[src/rtl/seg_frame_sched_pkg.sv]
// Shared types and constants for the seven-segment frame scheduler.
//   state_e   : scheduler FSM states
//   SEG_TABLE : active-low {dp,g,f,e,d,c,b,a} codes for hex nibbles 0..F
//   frame_t   : 32-bit frame sent to the serial shifter
package seg_pkg;

  localparam int unsigned DATA_W  = 32;
  localparam int unsigned NIB_W   = 4;
  localparam int unsigned SEG_W   = 8;
  localparam int unsigned IDX_W   = 3;
  localparam int unsigned CNT_W   = 32;
  localparam int unsigned RSVD_W  = 14;

  typedef enum logic [2:0] {
    S_IDLE,
    S_LOAD,
    S_START,
    S_WAIT_BUSY,
    S_WAIT_FIN,
    S_ACK,
    S_DWELL
  } state_e;

  // Entry n holds the code for nibble n (entry 15 is written first).
  localparam logic [15:0][SEG_W-1:0] SEG_TABLE = {
    8'h8E, 8'h86, 8'hA1, 8'hC6, 8'h83, 8'h88, 8'h90, 8'h80,
    8'hF8, 8'h82, 8'h92, 8'h99, 8'hB0, 8'hA4, 8'hF9, 8'hC0
  };

  localparam logic [SEG_W-1:0] SEG_BLANK = 8'hFF;

  // Field layout, MSB first: [31:24] seg, [23:16] sel, [15] carry, [14] ovf, [13:0] zero.
  typedef struct packed {
    logic [SEG_W-1:0]  seg;
    logic [SEG_W-1:0]  sel;
    logic              carry;
    logic              ovf;
    logic [RSVD_W-1:0] rsvd;
  } frame_t;

  localparam frame_t FRAME_RST = '{seg: 8'hFF, sel: 8'hFF, carry: 1'b0, ovf: 1'b0, rsvd: '0};

endpackage

[src/rtl/seg_frame_sched_hex_to_seg7.sv]
// Hex nibble to active-low seven-segment code, with forced blanking.
//   i_nib   : nibble to display
//   i_blank : 1 drives all segments off
//   o_seg_c : combinational active-low segment code
module hex_to_seg7
  import seg_pkg::*;
(
  input  logic [NIB_W-1:0] i_nib,
  input  logic             i_blank,
  output logic [SEG_W-1:0] o_seg_c
);

  always_comb o_seg_c = i_blank ? SEG_BLANK : SEG_TABLE[i_nib];

endmodule

[src/rtl/seg_frame_sched.sv]
// Scans a latched 32-bit value plus carry/ovf as 8 hex digits, one frame per
// digit, through the serial shifter start/busy/finish/ack handshake.
//   clk, rst_n       : clock, async active-low reset
//   en               : scanning enable (current frame always completes)
//   load/value/carry/ovf : capture into the pending register set
//   tx_start/tx_data : frame request to the shifter
//   tx_busy/tx_finish: shifter status
//   tx_ack           : one-cycle finish acknowledge
//   digit_idx        : digit currently framed
//   err              : sticky busy-timeout flag
module seg_frame_sched
  import seg_pkg::*;
#(
  parameter int unsigned DWELL      = 50000,
  parameter int unsigned START_HOLD = 4,
  parameter int unsigned TIMEOUT    = 1024,
  parameter int unsigned BLANK_LZ   = 1
) (
  input  logic              clk,
  input  logic              rst_n,
  input  logic              en,
  input  logic              load,
  input  logic [DATA_W-1:0] value,
  input  logic              carry,
  input  logic              ovf,
  output logic              tx_start,
  output logic [DATA_W-1:0] tx_data,
  input  logic              tx_busy,
  input  logic              tx_finish,
  output logic              tx_ack,
  output logic [IDX_W-1:0]  digit_idx,
  output logic              err
);

  state_e            r_state, w_state_nxt;
  logic [CNT_W-1:0]  r_cnt, w_cnt_nxt;
  logic              r_tx_start, w_tx_start_nxt;
  logic              r_tx_ack, w_tx_ack_nxt;
  frame_t            r_tx_data, w_tx_data_nxt;
  logic [IDX_W-1:0]  r_digit_idx, w_digit_idx_nxt;
  logic              r_err, w_err_nxt;

  logic [DATA_W-1:0] r_pend_val, r_disp_val;
  logic              r_pend_c, r_pend_o, r_disp_c, r_disp_o;

  logic              w_copy;
  logic [DATA_W-1:0] w_src_val, w_shifted;
  logic              w_src_c, w_src_o, w_blank;
  logic [SEG_W-1:0]  w_seg;
  frame_t            w_frame;

  // The displayed set refreshes only at a digit-0 LOAD; a coincident load bypasses pending.
  assign w_copy    = (r_state == S_LOAD) && (r_digit_idx == '0);
  assign w_src_val = w_copy ? (load ? value : r_pend_val) : r_disp_val;
  assign w_src_c   = w_copy ? (load ? carry : r_pend_c) : r_disp_c;
  assign w_src_o   = w_copy ? (load ? ovf : r_pend_o) : r_disp_o;

  // Digit i is a leading zero when every nibble from i upward is zero.
  assign w_shifted = w_src_val >> {r_digit_idx, 2'b00};
  assign w_blank   = (BLANK_LZ != 0) && (r_digit_idx != '0) && (w_shifted == '0);

  hex_to_seg7 u_hex_to_seg7 (
    .i_nib   (w_shifted[NIB_W-1:0]),
    .i_blank (w_blank),
    .o_seg_c (w_seg)
  );

  always_comb begin
    w_frame       = FRAME_RST;
    w_frame.seg   = w_seg;
    w_frame.sel   = ~(SEG_W'(1) << r_digit_idx);
    w_frame.carry = w_src_c;
    w_frame.ovf   = w_src_o;
  end

  // Pending and displayed operand sets.
  always_ff @(posedge clk or negedge rst_n) begin
    if (!rst_n) begin
      r_pend_val <= '0;
      r_pend_c   <= 1'b0;
      r_pend_o   <= 1'b0;
      r_disp_val <= '0;
      r_disp_c   <= 1'b0;
      r_disp_o   <= 1'b0;
    end else begin
      if (load) begin
        r_pend_val <= value;
        r_pend_c   <= carry;
        r_pend_o   <= ovf;
      end
      if (w_copy) begin
        r_disp_val <= w_src_val;
        r_disp_c   <= w_src_c;
        r_disp_o   <= w_src_o;
      end
    end
  end

  // State and registered outputs.
  always_ff @(posedge clk or negedge rst_n) begin
    if (!rst_n) begin
      r_state     <= S_IDLE;
      r_cnt       <= '0;
      r_tx_start  <= 1'b0;
      r_tx_ack    <= 1'b0;
      r_tx_data   <= FRAME_RST;
      r_digit_idx <= '0;
      r_err       <= 1'b0;
    end else begin
      r_state     <= w_state_nxt;
      r_cnt       <= w_cnt_nxt;
      r_tx_start  <= w_tx_start_nxt;
      r_tx_ack    <= w_tx_ack_nxt;
      r_tx_data   <= w_tx_data_nxt;
      r_digit_idx <= w_digit_idx_nxt;
      r_err       <= w_err_nxt;
    end
  end

  // Next state; r_cnt runs from start rise through WAIT_BUSY so the timeout covers the hold.
  always_comb begin
    w_state_nxt     = r_state;
    w_cnt_nxt       = r_cnt;
    w_tx_start_nxt  = r_tx_start;
    w_tx_ack_nxt    = 1'b0;
    w_tx_data_nxt   = r_tx_data;
    w_digit_idx_nxt = r_digit_idx;
    w_err_nxt       = r_err;
    case (r_state)
      S_IDLE: begin
        if (en) w_state_nxt = S_LOAD;
      end
      S_LOAD: begin
        w_tx_data_nxt  = w_frame;
        w_tx_start_nxt = 1'b1;
        w_cnt_nxt      = '0;
        w_state_nxt    = S_START;
      end
      S_START: begin
        w_cnt_nxt = r_cnt + CNT_W'(1);
        if (r_cnt == CNT_W'(START_HOLD - 1)) w_state_nxt = S_WAIT_BUSY;
      end
      S_WAIT_BUSY: begin
        w_cnt_nxt = r_cnt + CNT_W'(1);
        if (tx_busy) begin
          w_tx_start_nxt = 1'b0;
          w_state_nxt    = S_WAIT_FIN;
        end else if (r_cnt == CNT_W'(TIMEOUT - 1)) begin
          w_err_nxt      = 1'b1;
          w_tx_start_nxt = 1'b0;
          w_cnt_nxt      = '0;
          w_state_nxt    = S_DWELL;
        end
      end
      S_WAIT_FIN: begin
        if (tx_finish) begin
          w_tx_ack_nxt = 1'b1;
          w_state_nxt  = S_ACK;
        end
      end
      S_ACK: begin
        w_cnt_nxt   = '0;
        w_state_nxt = S_DWELL;
      end
      S_DWELL: begin
        w_cnt_nxt = r_cnt + CNT_W'(1);
        if (r_cnt == CNT_W'(DWELL - 1)) begin
          w_cnt_nxt       = '0;
          w_digit_idx_nxt = r_digit_idx + IDX_W'(1);
          w_state_nxt     = en ? S_LOAD : S_IDLE;
        end
      end
      default: w_state_nxt = S_IDLE;
    endcase
  end

  assign tx_start  = r_tx_start;
  assign tx_ack    = r_tx_ack;
  assign tx_data   = r_tx_data;
  assign digit_idx = r_digit_idx;
  assign err       = r_err;

endmodule

[config.mk]
export PLATFORM = sky130hd
export DESIGN_NAME = seg_frame_sched
export DESIGN_NICKNAME = d
export VERILOG_FILES = /design/src/rtl/seg_frame_sched_pkg.sv /design/src/rtl/seg_frame_sched_hex_to_seg7.sv /design/src/rtl/seg_frame_sched.sv
export SDC_FILE = /design/constraint.sdc
export NUM_CORES = 1
export LEC_CHECK = 0
export ABC_AREA = 1
export CAP_MARGIN = 20
export CORE_AREA = 8 8 119 121
export CTS_CLUSTER_DIAMETER = 40
export CTS_CLUSTER_SIZE = 25
export DETAILED_ROUTE_END_ITERATION = 12
export DIE_AREA = 0 0 127 129
export GPL_TIMING_DRIVEN = 0
export PLACE_DENSITY = 0.86
export REMOVE_ABC_BUFFERS = 1
export SYNTH_ARGS = -nofsm -noshare
export SYNTH_HDL_FRONTEND = slang
export SYNTH_HIERARCHICAL = 1
export SYNTH_SLANG_ARGS = --single-unit
[constraint.sdc]
create_clock -name clk -period 6.4 [get_ports clk]
set_input_delay 1.28 -clock clk [delete_from_list [all_inputs] [get_ports clk]]
set_output_delay 1.28 -clock clk [all_outputs]
set_load 0.02 [all_outputs]
==> results.py <==
metrics = {
    "placement": {
        "hpwlAfterDp_mm": 11.9,
        "routability_congestion_estimate_from_global_placement": 0.920,
        "buffers_on_ports": 63,
    },
    "grt": {
        "grt_pass1_wl_mm": 29.3,
        "global_routing_usage_summed_across_all_routing_layers_pct": 22.1,
        "grt_max_degree": 65,
        "global_route.overflow_total": 0,
        "grt_antenna_before_repair": 0,
        "grt_pass1_vias": 6450,
    },
    "layout": {
        "antenna_cells_inserted": 0,
        "utilization_pct": 70.5,
        "drive_gt1_share_pct": 8.41,
        "num-nets-final": 1135,
        "layout-area-overhead-vs-synth_pct": 16.3,
    },
    "synth": {
        "netlist_instances": 1032,
        "post-synth-top-area-fraction_pct": 37.2,
        "yosysWarningCount": 6,
        "synthesis.area_per_instance_um2": 7.24,
        "post_synth_mux_area_share_pct": 0.151,
        "ys_seq_elements": 127,
        "netlist_top_cells_area": "sky130_fd_sc_hd__dfrtp_1, sky130_fd_sc_hd__nand2_1, sky130_fd_sc_hd__inv_1",
        "seq_area_frac_synth_pct": 42.8,
        "largest_family_of_logic_cells_by_synthesized_area": "simple AND/OR/NAND/NOR gates",
        "synth_compound_area_share_pct": 5.11,
        "synth_top_area_cell": "sky130_fd_sc_hd__dfrtp_1",
        "synth_area_um2": 7470,
        "synth_simple_gate_area_share_pct": 34.7,
        "synthDistinctLibCells": 51,
        "synth-xor-area-share_pct": 1.76,
        "synth-edff-count": 0,
        "synthArstFlopShare_pct": 100,
        "synthFlopType": "sky130_fd_sc_hd__dfrtp_1",
        "post_synth_fa_ha_maj_area_fraction_pct": 2.35,
    },
    "sta": {
        "finClkSkew_ns": 0.00573,
        "report.final.slew_viol_count": 0,
        "report.final.setup_viol": 0,
        "grt_setup_unrepaired": "no",
        "final.period_utilization_pct": 78.0,
        "fin_crit_ns": 4.99,
        "slew_headroom_pct": 33.6,
        "hold_viol_final": 0,
        "tightest_slew_ns": 0.995,
        "timing.fmax_ghz": 0.200,
    },
    "run_status": {
        "outcome": "finished, final reports clean",
    },
    "power": {
        "leakage_nw": 4.69,
        "pwr_density_cell_nw_per_um2": 216,
        "vdd.ir_drop.worst_uv": 150,
        "finalPower_mw": 1.88,
    },
    "drt": {
        "drt_iter0_drc": 481,
        "antenna_left": 0,
        "post-route-drc-count": 0,
        "wl_per_cell_um": 13.8,
        "detailedRoute.firstPassIterationCount": 7,
        "routed_via_density": 5.32,
        "wl_mm": 17.2,
        "vias": 6620,
    },
    "clock_tree": {
        "cts_max_level": 4,
        "clock-sinks": 127,
        "worst_setup_hold_path_clk_slew_ns": 0.06,
        "root_buffer": "sky130_fd_sc_hd__clkbuf_16",
        "cts_post_setup_buffers_inserted": 0,
        "cts_tree": "done",
        "number_of_hold_buffers_added_after_cts": 0,
        "post_cts_resized": 0,
        "clock_latency_ns": 0.42,
        "tritoncts.num_buffers": 17,
        "clock_path_buffers": 2,
    },
    "floorplan": {
        "die_w_um": 127,
        "core.rowCount": 41,
        "io_pins": 78,
        "floorplan.initialDensity_pct": 60.7,
        "fp.dieH_um": 129,
        "core-area_um2": 12300,
        "die_area_um2": 16400,
    },
    "min_path": {
        "hold_class": "reg -> reg",
        "worst_hold_path.num_cells": 2,
    },
    "setup_path": {
        "r2r_cells": 19,
        "max_stage_delay_ns": 0.89,
        "critical_path_buf_inv_count": 4,
        "type_of_the_setup_path_with_the_least_slack": "reg -> reg",
        "cp_cell_sequence": "inv_1, ha_1, inv_1, nor2_2, nand3_4, nand2_1, nand2_1, nand2_1, nand3_1, nand3_1, nand2_1, inv_1, inv_1, ha_1, nand2_1, nand3_1, nand3_1, nand2_1, nand2_1",
        "critical_path.endpoint_type": "flip-flop",
        "crit_arrival_ns": 5.36,
        "cp.depth": 19,
        "worst-endpoint-required_ns": 6.76,
        "timing.critical_path.mode_cell": "sky130_fd_sc_hd__nand2_1",
        "worst_setup_path_start_kind": "flip-flop",
        "crit_slowest_cell": "sky130_fd_sc_hd__inv_1",
        "cp_top_family": "simple AND/OR/NAND/NOR gates",
        "crit_path_max_fanout": 46,
    },
    "run": {
        "max_cap_violations": 0,
    },
}
[flip-flops by register name, indices dropped and copies added (netlist names)]
signal / flops
r_cnt: 32
r_disp_val: 32
r_pend_val: 32
tx_data: 18
digit_idx: 3
r_state: 3
err: 1
r_disp_c: 1
r_disp_o: 1
r_pend_c: 1
r_pend_o: 1
tx_ack: 1
tx_start: 1
[worst paths after layout]
| path | from | to | slack [ns] |
|---|---|---|---|
| min reg2reg | tx_data[31] | tx_data[31] | 0.47 |
| max in group asynchronous | rst_n | tx_data[29] | 4.81 |
| max reg2reg | digit_idx[0] | tx_data[27] | 1.41 |
| min | tx_data[31] | tx_data[31] | 0.47 |
| max | digit_idx[0] | tx_data[27] | 1.41 |
| min in group asynchronous | rst_n | r_pend_val[23] | 0.84 |
[cell usage in the layout, fill, tap and decap left out, types with 2 or more instances in the layout]
cell and instances:
sky130_fd_sc_hd__nor2_2 4, sky130_fd_sc_hd__inv_1 167, sky130_fd_sc_hd__nand2_1 339, sky130_fd_sc_hd__o21ai_1 6, sky130_fd_sc_hd__bufinv_16 2, sky130_fd_sc_hd__inv_4 2
sky130_fd_sc_hd__a31oi_1 5, sky130_fd_sc_hd__clkdlybuf4s50_1 62, sky130_fd_sc_hd__clkinvlp_4 4, sky130_fd_sc_hd__xor2_1 14, sky130_fd_sc_hd__conb_1 15, sky130_fd_sc_hd__nor3_1 19
sky130_fd_sc_hd__o21a_1 2, sky130_fd_sc_hd__nor2_4 4, sky130_fd_sc_hd__ha_1 14, sky130_fd_sc_hd__a211oi_1 3, sky130_fd_sc_hd__a21oi_1 10, sky130_fd_sc_hd__o21ai_0 24
sky130_fd_sc_hd__nor4_1 6, sky130_fd_sc_hd__nand4_1 14, sky130_fd_sc_hd__dfrtp_1 111, sky130_fd_sc_hd__and2_1 4, sky130_fd_sc_hd__nand2_2 10, sky130_fd_sc_hd__dfstp_2 16
sky130_fd_sc_hd__nor2_1 57, sky130_fd_sc_hd__buf_6 2, sky130_fd_sc_hd__clkinv_2 4, sky130_fd_sc_hd__inv_2 3, sky130_fd_sc_hd__nand3_1 117, sky130_fd_sc_hd__o2111ai_1 2
sky130_fd_sc_hd__clkinv_1 2, sky130_fd_sc_hd__o21ai_2 7, sky130_fd_sc_hd__clkbuf_8 4, sky130_fd_sc_hd__buf_16 2, sky130_fd_sc_hd__clkbuf_16 17
[cell families (layout without fill, tap and decap cells)]
family                     after synthesis  after routing
other                                    2             15
buffers and inverters                  223            272
DFF                                    127            127
and+or+nand+nor                        587            587
muxes                                    1              1
xor gates and xnor gates                15             15
AOI/OAI and AO/OA                       63             63
adders and majority gates               14             14
[cells in the mapped netlist, types with 4 or more instances]
library cell               instances
sky130_fd_sc_hd__a21oi_1          10
sky130_fd_sc_hd__a31oi_1           5
sky130_fd_sc_hd__and2_1            4
sky130_fd_sc_hd__buf_2            11
sky130_fd_sc_hd__buf_4            22
sky130_fd_sc_hd__buf_6             5
sky130_fd_sc_hd__clkbuf_1          9
sky130_fd_sc_hd__dfrtp_1         111
sky130_fd_sc_hd__dfstp_2          16
sky130_fd_sc_hd__ha_1             14
sky130_fd_sc_hd__inv_1           167
sky130_fd_sc_hd__nand2_1         339
sky130_fd_sc_hd__nand2_2          10
sky130_fd_sc_hd__nand3_1         117
sky130_fd_sc_hd__nand4_1          14
sky130_fd_sc_hd__nor2_1           57
sky130_fd_sc_hd__nor2_2            5
sky130_fd_sc_hd__nor3_1           19
sky130_fd_sc_hd__nor4_1            6
sky130_fd_sc_hd__o21ai_0          24
sky130_fd_sc_hd__o21ai_1           6
sky130_fd_sc_hd__o21ai_2           7
sky130_fd_sc_hd__xor2_1           14
[stage by stage]
step	cell area (um^2)	worst slack (ns)	hold WS, ns	std cells	TNS (ns)
after detailed placement	8080	0.995	0.458	1211	0
final	8690	1.41	0.467	1244	0
after floorplan	7200	2.29	0.436	996	0
after CTS	8670	0.907	0.468	1243	0
after global routing	8690	0.972	0.476	1244	0
after global placement	8020	-0.859	0.451	1209	-94.56
[worst reg2reg max path, stage by stage, from the launching register on]
cell and delay [ns]:
sky130_fd_sc_hd__dfrtp_1 0.75, sky130_fd_sc_hd__inv_1 0.90, sky130_fd_sc_hd__ha_1 0.29, sky130_fd_sc_hd__inv_1 0.06, sky130_fd_sc_hd__nor2_2 0.43, sky130_fd_sc_hd__nand3_4 0.61
sky130_fd_sc_hd__nand2_1 0.28, sky130_fd_sc_hd__nand2_1 0.14, sky130_fd_sc_hd__nand2_1 0.10, sky130_fd_sc_hd__nand3_1 0.10, sky130_fd_sc_hd__nand3_1 0.12, sky130_fd_sc_hd__nand2_1 0.10
sky130_fd_sc_hd__inv_1 0.19, sky130_fd_sc_hd__inv_1 0.14, sky130_fd_sc_hd__ha_1 0.32, sky130_fd_sc_hd__nand2_1 0.07, sky130_fd_sc_hd__nand3_1 0.08, sky130_fd_sc_hd__nand3_1 0.10
sky130_fd_sc_hd__nand2_1 0.06, sky130_fd_sc_hd__nand2_1 0.10
[where the power goes]
group          switching (mW)  total (mW)  internal, mW
Combinational          0.0583      0.0957        0.0374
Clock                   0.345       0.955         0.610
Sequential            0.00526       0.829         0.823
[area by class of cell]
cell class,instances,area [um^2]
clock inverters,10,110
clock buffers,22,484
repair buffers,66,698
flip-flops and latches,127,3200
inverters,174,658
fillers,956,3630
well taps,150,188
multi-input cells,695,3350
[routing by layer]
metal	track usage (%)	share of wire, %	vias up
met3	4.47	5.7	31
met1	26.1	42	3094
met2	38.6	50	224
li1	-	-	3271
met5	0	0	-
met4	8.96	2.0	0
No activity file was read; power rests on OpenSTA's default activity.
